`src/rtl/vga_pat_pkg.sv`:
```
// ---------------------------------------------------------------------------
// vga_pat_pkg
// Shared definitions for the VGA test-pattern generator:
//   - pat_mode_e   : pattern mode encoding (bars, checker, gradient, box)
//   - RGB565 colour constants and the 10-entry colour-bar palette
//   - grey565()    : expands a 5-bit grey level to an RGB565 word
// ---------------------------------------------------------------------------
package vga_pat_pkg;

    typedef enum logic [1:0] {
        MODE_BARS    = 2'd0,
        MODE_CHECKER = 2'd1,
        MODE_GRAD    = 2'd2,
        MODE_BOX     = 2'd3
    } pat_mode_e;

    localparam logic [15:0] RGB_RED    = 16'hF800;
    localparam logic [15:0] RGB_ORANGE = 16'hFC00;
    localparam logic [15:0] RGB_YELLOW = 16'hFFE0;
    localparam logic [15:0] RGB_GREEN  = 16'h07E0;
    localparam logic [15:0] RGB_CYAN   = 16'h07FF;
    localparam logic [15:0] RGB_BLUE   = 16'h001F;
    localparam logic [15:0] RGB_PURPLE = 16'hF81F;
    localparam logic [15:0] RGB_BLACK  = 16'h0000;
    localparam logic [15:0] RGB_WHITE  = 16'hFFFF;
    localparam logic [15:0] RGB_GRAY   = 16'hD69A;

    localparam logic [15:0] BAR_PALETTE [0:9] = '{
        RGB_RED, RGB_ORANGE, RGB_YELLOW, RGB_GREEN, RGB_CYAN,
        RGB_BLUE, RGB_PURPLE, RGB_BLACK, RGB_WHITE, RGB_GRAY
    };

    // Green is 6 bits wide; the extra LSB replicates the level MSB.
    function automatic logic [15:0] grey565(input logic [4:0] lvl);
        return {lvl, lvl, lvl[4], lvl};
    endfunction

endpackage

```
`src/rtl/vga_pattern_gen_if.sv`:
```
// ---------------------------------------------------------------------------
// vga_pattern_gen_if
// Pixel-coordinate / mode-control bundle between the timing source and the
// pattern generator.
//   pix_x, pix_y : current column / row (>= active size means blanking)
//   mode_sel     : requested pattern mode
//   mode_load    : 1-cycle strobe capturing mode_sel
//   pix_data     : RGB565 pixel, 2 cycles after pix_x/pix_y
//   pat_mode     : mode currently displayed
//   frame_end    : registered pulse for the last active pixel of a frame
// master = coordinate/control source, slave = pattern generator.
// ---------------------------------------------------------------------------
interface vga_pattern_gen_if;
    logic [9:0]  pix_x;
    logic [9:0]  pix_y;
    logic [1:0]  mode_sel;
    logic        mode_load;
    logic [15:0] pix_data;
    logic [1:0]  pat_mode;
    logic        frame_end;

    modport master (
        output pix_x, pix_y, mode_sel, mode_load,
        input  pix_data, pat_mode, frame_end
    );

    modport slave (
        input  pix_x, pix_y, mode_sel, mode_load,
        output pix_data, pat_mode, frame_end
    );
endinterface

```
`src/rtl/vga_box_mover.sv`:
```
// ---------------------------------------------------------------------------
// vga_box_mover
// Position and direction of the bouncing box. Each axis steps one pixel per
// frame end and reverses at its limits with no dwell: at the far limit the
// direction flips and the position decrements on the same frame end (and
// symmetrically at 0).
// Ports:
//   vga_clk     in   pixel clock
//   sys_rst_n   in   asynchronous active-low reset (box to (0,0), dir +x,+y)
//   frame_end_i in   frame-end strobe, one cycle per frame
//   bx_o, by_o  out  top-left corner of the box
// ---------------------------------------------------------------------------
module vga_box_mover #(
    parameter int H_VALID  = 640,
    parameter int V_VALID  = 480,
    parameter int BOX_SIZE = 64
) (
    input  logic       vga_clk,
    input  logic       sys_rst_n,
    input  logic       frame_end_i,
    output logic [9:0] bx_o,
    output logic [9:0] by_o
);

    localparam logic [9:0] X_LIM = 10'(H_VALID - BOX_SIZE);
    localparam logic [9:0] Y_LIM = 10'(V_VALID - BOX_SIZE);

    logic [9:0] bx_q, bx_d, by_q, by_d;
    logic       dx_q, dx_d, dy_q, dy_d;   // 1 = moving towards larger coordinate

    // Returns {next_dir, next_pos}.
    function automatic logic [10:0] axis_step(input logic fwd, input logic [9:0] pos,
                                              input logic [9:0] lim);
        if (fwd) begin
            if (pos == lim) return {1'b0, pos - 10'd1};
            else            return {1'b1, pos + 10'd1};
        end else begin
            if (pos == 10'd0) return {1'b1, pos + 10'd1};
            else              return {1'b0, pos - 10'd1};
        end
    endfunction

    always_comb begin
        bx_d = bx_q;
        dx_d = dx_q;
        by_d = by_q;
        dy_d = dy_q;
        if (frame_end_i) begin
            {dx_d, bx_d} = axis_step(dx_q, bx_q, X_LIM);
            {dy_d, by_d} = axis_step(dy_q, by_q, Y_LIM);
        end
    end

    always_ff @(posedge vga_clk or negedge sys_rst_n) begin
        if (!sys_rst_n) begin
            bx_q <= '0;
            by_q <= '0;
            dx_q <= 1'b1;
            dy_q <= 1'b1;
        end else begin
            bx_q <= bx_d;
            by_q <= by_d;
            dx_q <= dx_d;
            dy_q <= dy_d;
        end
    end

    assign bx_o = bx_q;
    assign by_o = by_q;

endmodule

```
`src/rtl/vga_pattern_gen.sv`:
```
// ---------------------------------------------------------------------------
// vga_pattern_gen
// Multi-mode VGA test-pattern source (colour bars, checkerboard, grey
// gradient, bouncing box). Two-stage pipeline: S1 registers the active flag,
// a per-mode index and the box-hit flag; S2 maps them to RGB565.
// Mode switches and box motion happen only at frame end, so a frame is never
// rendered with mixed state.
// Ports:
//   vga_clk    in    pixel clock
//   sys_rst_n  in    asynchronous active-low reset
//   pat_if     slave pix_x/pix_y/mode_sel/mode_load in,
//                    pix_data/pat_mode/frame_end out
// Build option:
//   VGA_PAT_AUTO_CYCLE_EN - when defined, a frame counter advances the mode
//   every AUTO_FRAMES frames (mode_load restarts the count).
// ---------------------------------------------------------------------------
module vga_pattern_gen
    import vga_pat_pkg::*;
#(
    parameter int H_VALID     = 640,
    parameter int V_VALID     = 480,
    parameter int NUM_BARS    = 10,
    parameter int CHK_LOG2    = 5,
    parameter int GRAD_MUL    = 51,
`ifdef VGA_PAT_AUTO_CYCLE_EN
    parameter int AUTO_FRAMES = 120,
`endif
    parameter int BOX_SIZE    = 64
) (
    input  logic             vga_clk,
    input  logic             sys_rst_n,
    vga_pattern_gen_if.slave pat_if
);

    localparam logic [9:0]  H_LAST  = 10'(H_VALID - 1);
    localparam logic [9:0]  V_LAST  = 10'(V_VALID - 1);
    localparam int          BAR_W   = H_VALID / NUM_BARS;
    localparam logic [10:0] BOX_EXT = 11'(BOX_SIZE);

    // ---------------- input decode ----------------
    logic active_d;
    logic frame_end_d;

    assign active_d    = (pat_if.pix_x <= H_LAST) && (pat_if.pix_y <= V_LAST);
    assign frame_end_d = (pat_if.pix_x == H_LAST) && (pat_if.pix_y == V_LAST);

    // Bar index: threshold comparators feed a priority pick of the highest
    // threshold passed. The last bar has no upper threshold, so it soaks up
    // the H_VALID % NUM_BARS remainder.
    logic [NUM_BARS-1:0] bar_ge;
    logic [3:0]          bar_idx;

    generate
        for (genvar k = 0; k < NUM_BARS; k++) begin : g_bar_cmp
            assign bar_ge[k] = pat_if.pix_x >= 10'(k * BAR_W);
        end
    endgenerate

    always_comb begin
        bar_idx = '0;
        for (int k = 0; k < NUM_BARS; k++) begin
            if (bar_ge[k]) bar_idx = 4'(k);
        end
    end

    logic       chk_bit;
    logic [9:0] grad_hi;
    logic [4:0] grad_lvl;

    assign chk_bit  = pat_if.pix_x[CHK_LOG2] ^ pat_if.pix_y[CHK_LOG2];
    assign grad_hi  = 10'((20'(pat_if.pix_x) * 20'(GRAD_MUL)) >> 10);
    assign grad_lvl = (grad_hi > 10'd31) ? 5'd31 : grad_hi[4:0];

    // ---------------- box ----------------
    logic [9:0] box_x, box_y;
    logic       box_hit_d;

    vga_box_mover #(
        .H_VALID  (H_VALID),
        .V_VALID  (V_VALID),
        .BOX_SIZE (BOX_SIZE)
    ) u_box_mover (
        .vga_clk     (vga_clk),
        .sys_rst_n   (sys_rst_n),
        .frame_end_i (frame_end_d),
        .bx_o        (box_x),
        .by_o        (box_y)
    );

    assign box_hit_d = (pat_if.pix_x >= box_x)
                    && ({1'b0, pat_if.pix_x} < ({1'b0, box_x} + BOX_EXT))
                    && (pat_if.pix_y >= box_y)
                    && ({1'b0, pat_if.pix_y} < ({1'b0, box_y} + BOX_EXT));

    // ---------------- mode control ----------------
    pat_mode_e pat_mode_q, pat_mode_d;
    pat_mode_e pending_q, pending_d;

`ifdef VGA_PAT_AUTO_CYCLE_EN
    localparam logic [6:0] AUTO_LAST = 7'(AUTO_FRAMES - 1);

    logic [6:0] frm_cnt_q, frm_cnt_d;
    logic       auto_wrap;

    always_comb begin
        frm_cnt_d  = frm_cnt_q;
        pending_d  = pending_q;
        pat_mode_d = pat_mode_q;
        // A coincident mode_load takes priority and restarts the count.
        auto_wrap  = frame_end_d && !pat_if.mode_load && (frm_cnt_q == AUTO_LAST);
        if (pat_if.mode_load) begin
            pending_d = pat_mode_e'(pat_if.mode_sel);
            frm_cnt_d = '0;
        end else if (auto_wrap) begin
            pending_d = pat_mode_e'(pat_mode_q + 2'd1);
            frm_cnt_d = '0;
        end else if (frame_end_d) begin
            frm_cnt_d = frm_cnt_q + 7'd1;
        end
        if (auto_wrap) begin
            pat_mode_d = pat_mode_e'(pat_mode_q + 2'd1);
        end else if (frame_end_d) begin
            pat_mode_d = pending_q;
        end
    end

    always_ff @(posedge vga_clk or negedge sys_rst_n) begin
        if (!sys_rst_n) frm_cnt_q <= '0;
        else            frm_cnt_q <= frm_cnt_d;
    end
`else
    always_comb begin
        pending_d  = pending_q;
        pat_mode_d = pat_mode_q;
        if (pat_if.mode_load) pending_d = pat_mode_e'(pat_if.mode_sel);
        // A load on the frame-end cycle lands in pending only, so the
        // pre-load pending value is what goes on screen now.
        if (frame_end_d) pat_mode_d = pending_q;
    end
`endif

    // ---------------- S1 ----------------
    logic       active_q;
    pat_mode_e  mode_s1_q;
    logic [4:0] idx_q, idx_d;
    logic       box_hit_q;
    logic       frame_end_q;

    always_comb begin
        idx_d = '0;
        case (pat_mode_q)
            MODE_BARS:    idx_d = {1'b0, bar_idx};
            MODE_CHECKER: idx_d = {4'b0, chk_bit};
            MODE_GRAD:    idx_d = grad_lvl;
            MODE_BOX:     idx_d = '0;
            default:      idx_d = '0;
        endcase
    end

    // ---------------- S2 ----------------
    logic [15:0] pix_data_q, pix_data_d;

    always_comb begin
        pix_data_d = RGB_BLACK;
        if (active_q) begin
            case (mode_s1_q)
                MODE_BARS:    pix_data_d = BAR_PALETTE[idx_q[3:0]];
                MODE_CHECKER: pix_data_d = idx_q[0] ? RGB_WHITE : RGB_BLACK;
                MODE_GRAD:    pix_data_d = grey565(idx_q);
                MODE_BOX:     pix_data_d = box_hit_q ? RGB_YELLOW : RGB_BLUE;
                default:      pix_data_d = RGB_BLACK;
            endcase
        end
    end

    always_ff @(posedge vga_clk or negedge sys_rst_n) begin
        if (!sys_rst_n) begin
            pat_mode_q  <= MODE_BARS;
            pending_q   <= MODE_BARS;
            active_q    <= 1'b0;
            mode_s1_q   <= MODE_BARS;
            idx_q       <= '0;
            box_hit_q   <= 1'b0;
            frame_end_q <= 1'b0;
            pix_data_q  <= RGB_BLACK;
        end else begin
            pat_mode_q  <= pat_mode_d;
            pending_q   <= pending_d;
            // S1 captures the mode in force for this pixel, so the last
            // pixel of a frame is still drawn in the outgoing mode.
            active_q    <= active_d;
            mode_s1_q   <= pat_mode_q;
            idx_q       <= idx_d;
            box_hit_q   <= box_hit_d;
            frame_end_q <= frame_end_d;
            pix_data_q  <= pix_data_d;
        end
    end

    assign pat_if.pix_data  = pix_data_q;
    assign pat_if.pat_mode  = pat_mode_q;
    assign pat_if.frame_end = frame_end_q;

endmodule

```
`src/flat_wrapper.sv`:
```
// flat-port wrapper written by rule: the top's interface ports become plain ports
module vga_pattern_gen_flat import vga_pat_pkg::*;
#(
    parameter int H_VALID     = 640,
    parameter int V_VALID     = 480,
    parameter int NUM_BARS    = 10,
    parameter int CHK_LOG2    = 5,
    parameter int GRAD_MUL    = 51,

    parameter int BOX_SIZE    = 64
)
  (vga_clk, sys_rst_n, pat_if_pix_x, pat_if_pix_y, pat_if_mode_sel, pat_if_mode_load, pat_if_pix_data, pat_if_pat_mode, pat_if_frame_end);
  vga_pattern_gen_if pat_if_i ();
  input  logic vga_clk;
  input  logic sys_rst_n;
  input wire logic [$bits(pat_if_i.pix_x)-1:0] pat_if_pix_x;
  input wire logic [$bits(pat_if_i.pix_y)-1:0] pat_if_pix_y;
  input wire logic [$bits(pat_if_i.mode_sel)-1:0] pat_if_mode_sel;
  input wire logic [$bits(pat_if_i.mode_load)-1:0] pat_if_mode_load;
  output wire logic [$bits(pat_if_i.pix_data)-1:0] pat_if_pix_data;
  output wire logic [$bits(pat_if_i.pat_mode)-1:0] pat_if_pat_mode;
  output wire logic [$bits(pat_if_i.frame_end)-1:0] pat_if_frame_end;
  assign pat_if_i.pix_x = pat_if_pix_x;
  assign pat_if_i.pix_y = pat_if_pix_y;
  assign pat_if_i.mode_sel = pat_if_mode_sel;
  assign pat_if_i.mode_load = pat_if_mode_load;
  assign pat_if_pix_data = pat_if_i.pix_data;
  assign pat_if_pat_mode = pat_if_i.pat_mode;
  assign pat_if_frame_end = pat_if_i.frame_end;
  vga_pattern_gen #(.H_VALID(H_VALID), .V_VALID(V_VALID), .NUM_BARS(NUM_BARS), .CHK_LOG2(CHK_LOG2), .GRAD_MUL(GRAD_MUL), .BOX_SIZE(BOX_SIZE)) u_core (.vga_clk(vga_clk), .sys_rst_n(sys_rst_n), .pat_if(pat_if_i));
endmodule
```
`config.mk`:
```
export PLATFORM = sky130hd
export DESIGN_NAME = vga_pattern_gen_flat
export DESIGN_NICKNAME = d
export VERILOG_FILES = /design/src/rtl/vga_pat_pkg.sv /design/src/rtl/vga_pattern_gen_if.sv /design/src/rtl/vga_box_mover.sv /design/src/rtl/vga_pattern_gen.sv /design/src/flat_wrapper.sv
export SDC_FILE = /design/constraint.sdc
export NUM_CORES = 1
export LEC_CHECK = 0
export ABC_AREA = 1
export BUFFER_PORTS_ARGS = -buffer_cell sky130_fd_sc_hd__buf_2
export CAP_MARGIN = 25
export CORE_UTILIZATION = 60
export DETAILED_ROUTE_END_ITERATION = 10
export MAX_ROUTING_LAYER = met4
export PLACE_DENSITY_LB_ADDON = 0.05
export RECOVER_POWER = 100
export SLEW_MARGIN = 20
export SYNTH_ARGS = -nofsm -noshare
export SYNTH_HDL_FRONTEND = slang
export SYNTH_SLANG_ARGS = --single-unit
```
`constraint.sdc`:
```
create_clock -name vga_clk -period 5.4 [get_ports vga_clk]
set_input_delay 0.81 -clock vga_clk [delete_from_list [all_inputs] [get_ports vga_clk]]
set_output_delay 0.81 -clock vga_clk [all_outputs]
set_load 0.005 [all_outputs]
```
After elaboration in Yosys (flattened, before gate mapping):

Memory sizes are Yosys's and may differ from the RTL's.
Cells that the tools add are included.

* divide/modulo/power cells: 0
* shift operators: 0
* reductions and logical operators: 9
* $lt $le $gt $ge: 17
* multiplexer cells: 23
* multiply operators: 1
* add/sub/neg operators: 6
* bitwise operators: 2
* equal/unequal tests: 10

Operators by type and width (count)
* 16-bit 2-to-1 mux: 5
* 11-bit 2-to-1 mux: 6
* 16-bit case mux with 4 select lines: 1
* 10-bit by 9-bit >= comparator with 1-bit output (second input constant): 4
* 4-bit 2-to-1 mux: 8
* 10-bit by 7-bit adder with 11-bit output (second input constant): 2
* 10-bit by 11-bit less-than comparator with 1-bit output: 2
* 10-bit by 1-bit adder with 10-bit output (second input constant): 2
* 10-bit == test (second input constant): 2
* 10-bit by 9-bit == test with 1-bit output (second input constant): 2
* 10-bit >= comparator: 2
* 10-bit >= comparator (second input constant): 2
* 10-bit by 8-bit >= comparator with 1-bit output (second input constant): 2
* 10-bit zero test: 2
* 5-bit case mux with 4 select lines: 1
* 10-bit by 1-bit subtractor with 10-bit output (second input constant): 2
* 10-bit by 6-bit multiplier with 16-bit output (second input constant): 1
* 10-bit by 7-bit >= comparator with 1-bit output (second input constant): 1
* 10-bit <= comparator (second input constant): 1
* 10-bit by 9-bit <= comparator with 1-bit output (second input constant): 1
* 2-bit == test (second input constant): 4
* 6-bit by 5-bit > comparator with 1-bit output (second input constant): 1
* 5-bit >= comparator (second input constant): 1
* 1-bit logical AND: 5
* other kinds (6): 8

* bits in registers: 52
* memories kept: 1
* memory bits (read-only): 256
* bits in latches: 0
* output and inout port bits: 19
* bits of input ports: 25
* memory bits (writable): 0

Memories
* (no name shown): depth 16, bits a word 16, read ports 1, clocked after Yosys merged registers in 0, wr ports 0, line vga_pattern_gen.sv:167 `MODE_BARS: pix_data_d = BAR_PALETTE[idx_q[3:0]];`

Depth between registers and ports, before layout:

* word-level depth: 11
* mapped depth: 18

Cells and area by module:

A second synthesis with hierarchy kept.

* cell total of the unflattened synthesis: 821
* area total of the unflattened synthesis: 5764.3 um^2

By module, submodules not included
* vga_pattern_gen: cells an instance 501, sequential area each 750.7 um^2, instances 1, area an instance 3673.5 um^2
* vga_box_mover: cells an instance 320, sequential area each 553.0 um^2, instances 1, area an instance 2090.8 um^2

Least setup slack after synthesis:

Ideal clock, no wire load.

* path type: input to register
* start point: input pat_if_pix_x[4]
* end point: register u_core.idx_q[1]
* required time: 5.284 ns
* data arrival time: 3.331 ns
* path slack: 1.952 ns
* stages: 17
* setup time: 0.116 ns
* cell sequence: inv_1 ha_1 fa_1 inv_1 fa_1 inv_1 ha_1 nand2_1 nor2_1 and2_1 nand2_1 nand2_1 nand2_1 and2_1 nand2_1 nand2_1 nand2_1

* cells in the longest elaborated chain, start to end: 10
* elaborated cells on any way between the ends: 20

RTL lines
* start, declared: line flat_wrapper.sv:16 `input wire logic [$bits(pat_if_i.pix_x)-1:0] pat_if_pix_x;`
* branches (longest 9 deep; another with 10-bit by 6-bit multiplier with 16-bit output)
* 5-bit case mux with 4 select lines (*): line vga_pattern_gen.sv:151 `case (pat_mode_q)`
* named net u_core.idx_d[1]: line vga_pattern_gen.sv:145 `logic [4:0] idx_q, idx_d;`
* end signal, assigned: line vga_pattern_gen.sv:193 `idx_q <= idx_d;`
* end, declared: line vga_pattern_gen.sv:145

Mark *: on every way through the listed nets, which the timed path passes.
A chain may end at the register's enable or synchronous reset.

Final worst setup path:

* start point: input pat_if_pix_x[5]
* end point: register u_core.idx_q[2]

* cells in the longest elaborated chain, start to end: 9
* elaborated cells on any way between the ends: 18

RTL lines (line)
* branches (longest 8 deep; another with 10-bit by 6-bit multiplier with 16-bit output)
* 5-bit case mux with 4 select lines (*): vga_pattern_gen.sv:151
* named net u_core.idx_d[2]: vga_pattern_gen.sv:145

Marked as above.

==> qor.csv <==
stage,metric,value,unit
route,routed_wl,11.3,mm
timing,fin_skew,13.2,ps
floorplan,start_util,0.626,
placed_design,dpl-instance-area,0.00547,mm²
logic_synthesis,netlist_area,0.00517,mm²
route,postRouteAntennaNets,0,
grt,overflow,0,
clock_tree,cts_hold_buf,0,
timing,slew_violations,64,
floorplan,rows,33,
setup_path,path_class,input port to flop,
logic_synthesis,yosysUniqueCellTypes,40,
layout,fillers,746,
logic_synthesis,avgSynthCellArea,7.45,µm²
power_and_ir_drop,vdd.ir_drop.worst,0.000136,V
floorplan,core,0.00826,mm²
clock_tree,clkTransAtPathRegs,110,ps
logic_synthesis,synth_nets,813,
timing,max_freq,270,MHz
placed_design,hpwl,9.45,mm
timing,setup_viol,0,
setup_path,r2r_cells,10,
route,firstDrtPassIters,7,
route,route.met2.wl,5.61,mm
run_status,status,finished with violations,
clock_tree,cts_root_buffer,clkbuf_8,
setup_path,r2r_slack,3270,ps
route,vias,4532,
grt,grt_pass1_wl,19.2,mm
timing,finalSetupTns,0,ps
route,dr.max_layer_used,met4,
grt,grt.total_usage,0.275,
route,wl_met1,5.08,mm
layout,drive_gt1_frac,0.0878,
clock_tree,cts_inserted_buffers,5,
layout,final_area,0.00553,mm²
setup_path,crit_arrival,3920,ps
floorplan,dieArea,0.00899,mm²
floorplan,fp.dieW,94.8,µm
setup_path,worstPathMaxFanout,5,
layout,finish.net_count,858,
setup_path,rr_endpoint,u_core.u_box_mover.bx_o[5]$_DFFE_PN0P_,
timing,relSlewSlack,-0.832,
clock_tree,postCtsSetupBuffers,0,
route,drt_iter0_drc,184,
timing,rsz0062_at_grt,false,
setup_path,endpoint,u_core.idx_q[2]$_DFF_PN0_,
placed_design,portBuffers,43,
clock_tree,cts_max_level,2,
clock_tree,cts_tree,built,
clock_tree,clockBufferDepth,2,
clock_tree,clkLatencyLatePin,310,ps
setup_path,cp.required,5610,ps
layout,synthToLayoutAreaGrowth,6.92,%
placed_design,gp_congestion,0.924,
power_and_ir_drop,power.density,184,mW/mm²
timing,holdWs,487,ps
layout,antenna_cells,0,
clock_tree,cts_sinks,52,
flow_run,drv_cap,2,
grt,grt_max_degree,53,
clock_tree,cts-resized-gates,0,
timing,tightest_slew,2750,ps
grt,grt_pass1_vias,4461,
route,drc,0,
logic_synthesis,syn_inst,694,
hold_path,hold_class,flop to flop,
floorplan,io_pins,44,
logic_synthesis,synth_seq_cells,52,
setup_path,endpoint_kind,flop,
power_and_ir_drop,leakage,0.00296,µW
route,wl_met3,463,µm
logic_synthesis,yosysWarnings,0,
timing,hold_viol,0,
grt,grt_antenna_before_repair,0,
route,wl_per_cell,13.4,µm
setup_path,r2r-start,u_core.u_box_mover.bx_o[6]$_DFFE_PN0P_,
timing,period_needed,3710,ps
floorplan,die_h,94.8,µm
route,vias_per_cell,5.36,
setup_path,crit_path_start_kind,input port,
run_status,failed_checks,"max-capacitance violations, max-slew violations",
timing,finalCritPeriodShare,0.687,
setup_path,crit_start,pat_if_pix_x[5],
logic_synthesis,yosysSeqAreaShare,0.252,
[logic make-up (layout without fill, tap and decap cells)]
group / after synthesis / in the layout / synth area share
flops: 52 / 52 / 0.252
xor+xnor: 25 / 25 / 0.0423
compound gates: 86 / 86 / 0.0975
fa+ha+maj: 94 / 94 / 0.242
buf+inv: 113 / 159 / 0.0883
simple gates: 324 / 324 / 0.278
[per-layer routing]
layer,up-vias,GRT usage
li1,2346,-
met1,2067,0.329
met2,99,0.489
met3,20,0.0346
met4,0,0.0619
met5,-,-
[layout by cell type, fill, tap and decap left out, types with 2 or more instances in the layout]
master    synthesis  layout
o21ai_0          24      25
clkinv_4          0       2
nand2_2           3       3
nor3_1           16      17
nand2_1         145     145
o21ai_1           5       4
ha_1             84      84
o211ai_1          5       5
dfrtp_1          50      50
nor3_2            2       2
a211oi_1          3       3
nand4_2           2       2
dfstp_2           2       2
clkbuf_8          0       5
o21ai_4           2       2
a31oi_1           3       3
inv_2             5       4
nand3b_1          3       3
nor2_4            2       2
nor2_2            2       2
xnor2_1           4       4
clkbuf_1          0       8
and2_0            0       3
nand3_1          55      56
a21oi_1          36      36
nor2_1           78      78
inv_1           102     103
buf_2             2      36
xor2_1           21      21
o21bai_1          2       2
fa_1             10      10
nand4_1           8       8
[state kept, by name, summed over array words and instances, names as in the netlist]
name	count
u_core.active_q	1
u_core.box_hit_q	1
u_core.idx_q	5
u_core.mode_s1_q	2
u_core.pat_if.frame_end	1
u_core.pat_if.pat_mode	2
u_core.pat_if.pix_data	16
u_core.pending_q	2
u_core.u_box_mover.bx_o	10
u_core.u_box_mover.by_o	10
u_core.u_box_mover.dx_q	1
u_core.u_box_mover.dy_q	1
[synth_stat cells (all sizes together)]
cell / instances / share of area
o211ai: 6 / 0.0097
a211oi: 3 / 0.0044
a31o: 1 / 0.0017
o22ai: 1 / 0.0012
nor3b: 1 / 0.0015
o21ai: 31 / 0.034
a31oi: 3 / 0.0036
nand2: 148 / 0.11
nor2: 82 / 0.063
nor4: 1 / 0.0012
a21oi: 36 / 0.035
nor3: 19 / 0.023
o21bai: 2 / 0.0029
o41ai: 1 / 0.0017
dfrtp: 50 / 0.24
nand4: 10 / 0.015
ha: 84 / 0.20
fa: 10 / 0.039
and2: 4 / 0.0048
buf: 6 / 0.011
a21o: 1 / 0.0015
dfstp: 2 / 0.010
nand3: 56 / 0.057
xnor2: 4 / 0.0068
o2111ai: 1 / 0.0017
nand3b: 3 / 0.0044
xor2: 21 / 0.036
inv: 107 / 0.078
[power breakdown]
group / leakage [µW] / switching (µW) / internal, µW
clock: 0.0000487 / 138 / 94.8
sequential: 0.000618 / 5.67 / 403
combinational: 0.00229 / 230 / 145
total: 0.00296 / 373 / 643
[area by class of cell]
| cell class | instances | area, µm² | share of cell area |
|---|---|---|---|
| multi-input cells | 529 | 3390 | 0.613 |
| clock buffers | 5 | 68.8 | 0.0124 |
| flip-flops and latches | 52 | 1300 | 0.236 |
| clock inverters | 3 | 26.3 | 0.00475 |
| inverters | 107 | 402 | 0.0726 |
| well taps | 105 | 131 | 0.0238 |
| repair buffers | 44 | 210 | 0.0380 |
[worst min path at each step]
stage,slack [ps],from,endpoint,cells after the start
global placement,490,u_core.pat_if.pat_mode[0]$_DFFE_PN0P_,u_core.mode_s1_q[0]$_DFF_PN0_,0
detailed placement,490,u_core.pat_if.pat_mode[0]$_DFFE_PN0P_,u_core.mode_s1_q[0]$_DFF_PN0_,0
global route,520,u_core.pat_if.pat_mode[0]$_DFFE_PN0P_,u_core.mode_s1_q[0]$_DFF_PN0_,0
CTS,500,u_core.pat_if.pat_mode[0]$_DFFE_PN0P_,u_core.mode_s1_q[0]$_DFF_PN0_,0
floorplan,450,u_core.pat_if.pat_mode[0]$_DFFE_PN0P_,u_core.mode_s1_q[0]$_DFF_PN0_,0
finish,490,u_core.pat_if.pat_mode[0]$_DFFE_PN0P_,u_core.mode_s1_q[0]$_DFF_PN0_,0
[stage by stage]
| step | total power (µW) | util | instances | setup WS [ps] |
|---|---|---|---|---|
| finish | 1020 | 0.670 | 845 | 1690 |
| global route | 1100 | 0.670 | 845 | 1430 |
| CTS | 1020 | 0.674 | 845 | 1790 |
| detailed placement | 789 | 0.662 | 837 | 1440 |
| global placement | 779 | 0.662 | 837 | 1570 |
| floorplan | 684 | - | 694 | 1950 |
[critical path, cell delays in order]
cell      delay, ps
clkbuf_1        270
inv_1            80
ha_1            330
fa_1            550
inv_1            60
fa_1            500
inv_1            40
ha_1            330
nand2_1          80
nor2_1          170
and2_0          150
nand2_1          70
nand3_1          80
and2_0          210
nand2_1          70
nand2_1          60
nand2_1          60
(Power assumes the default switching activity.)
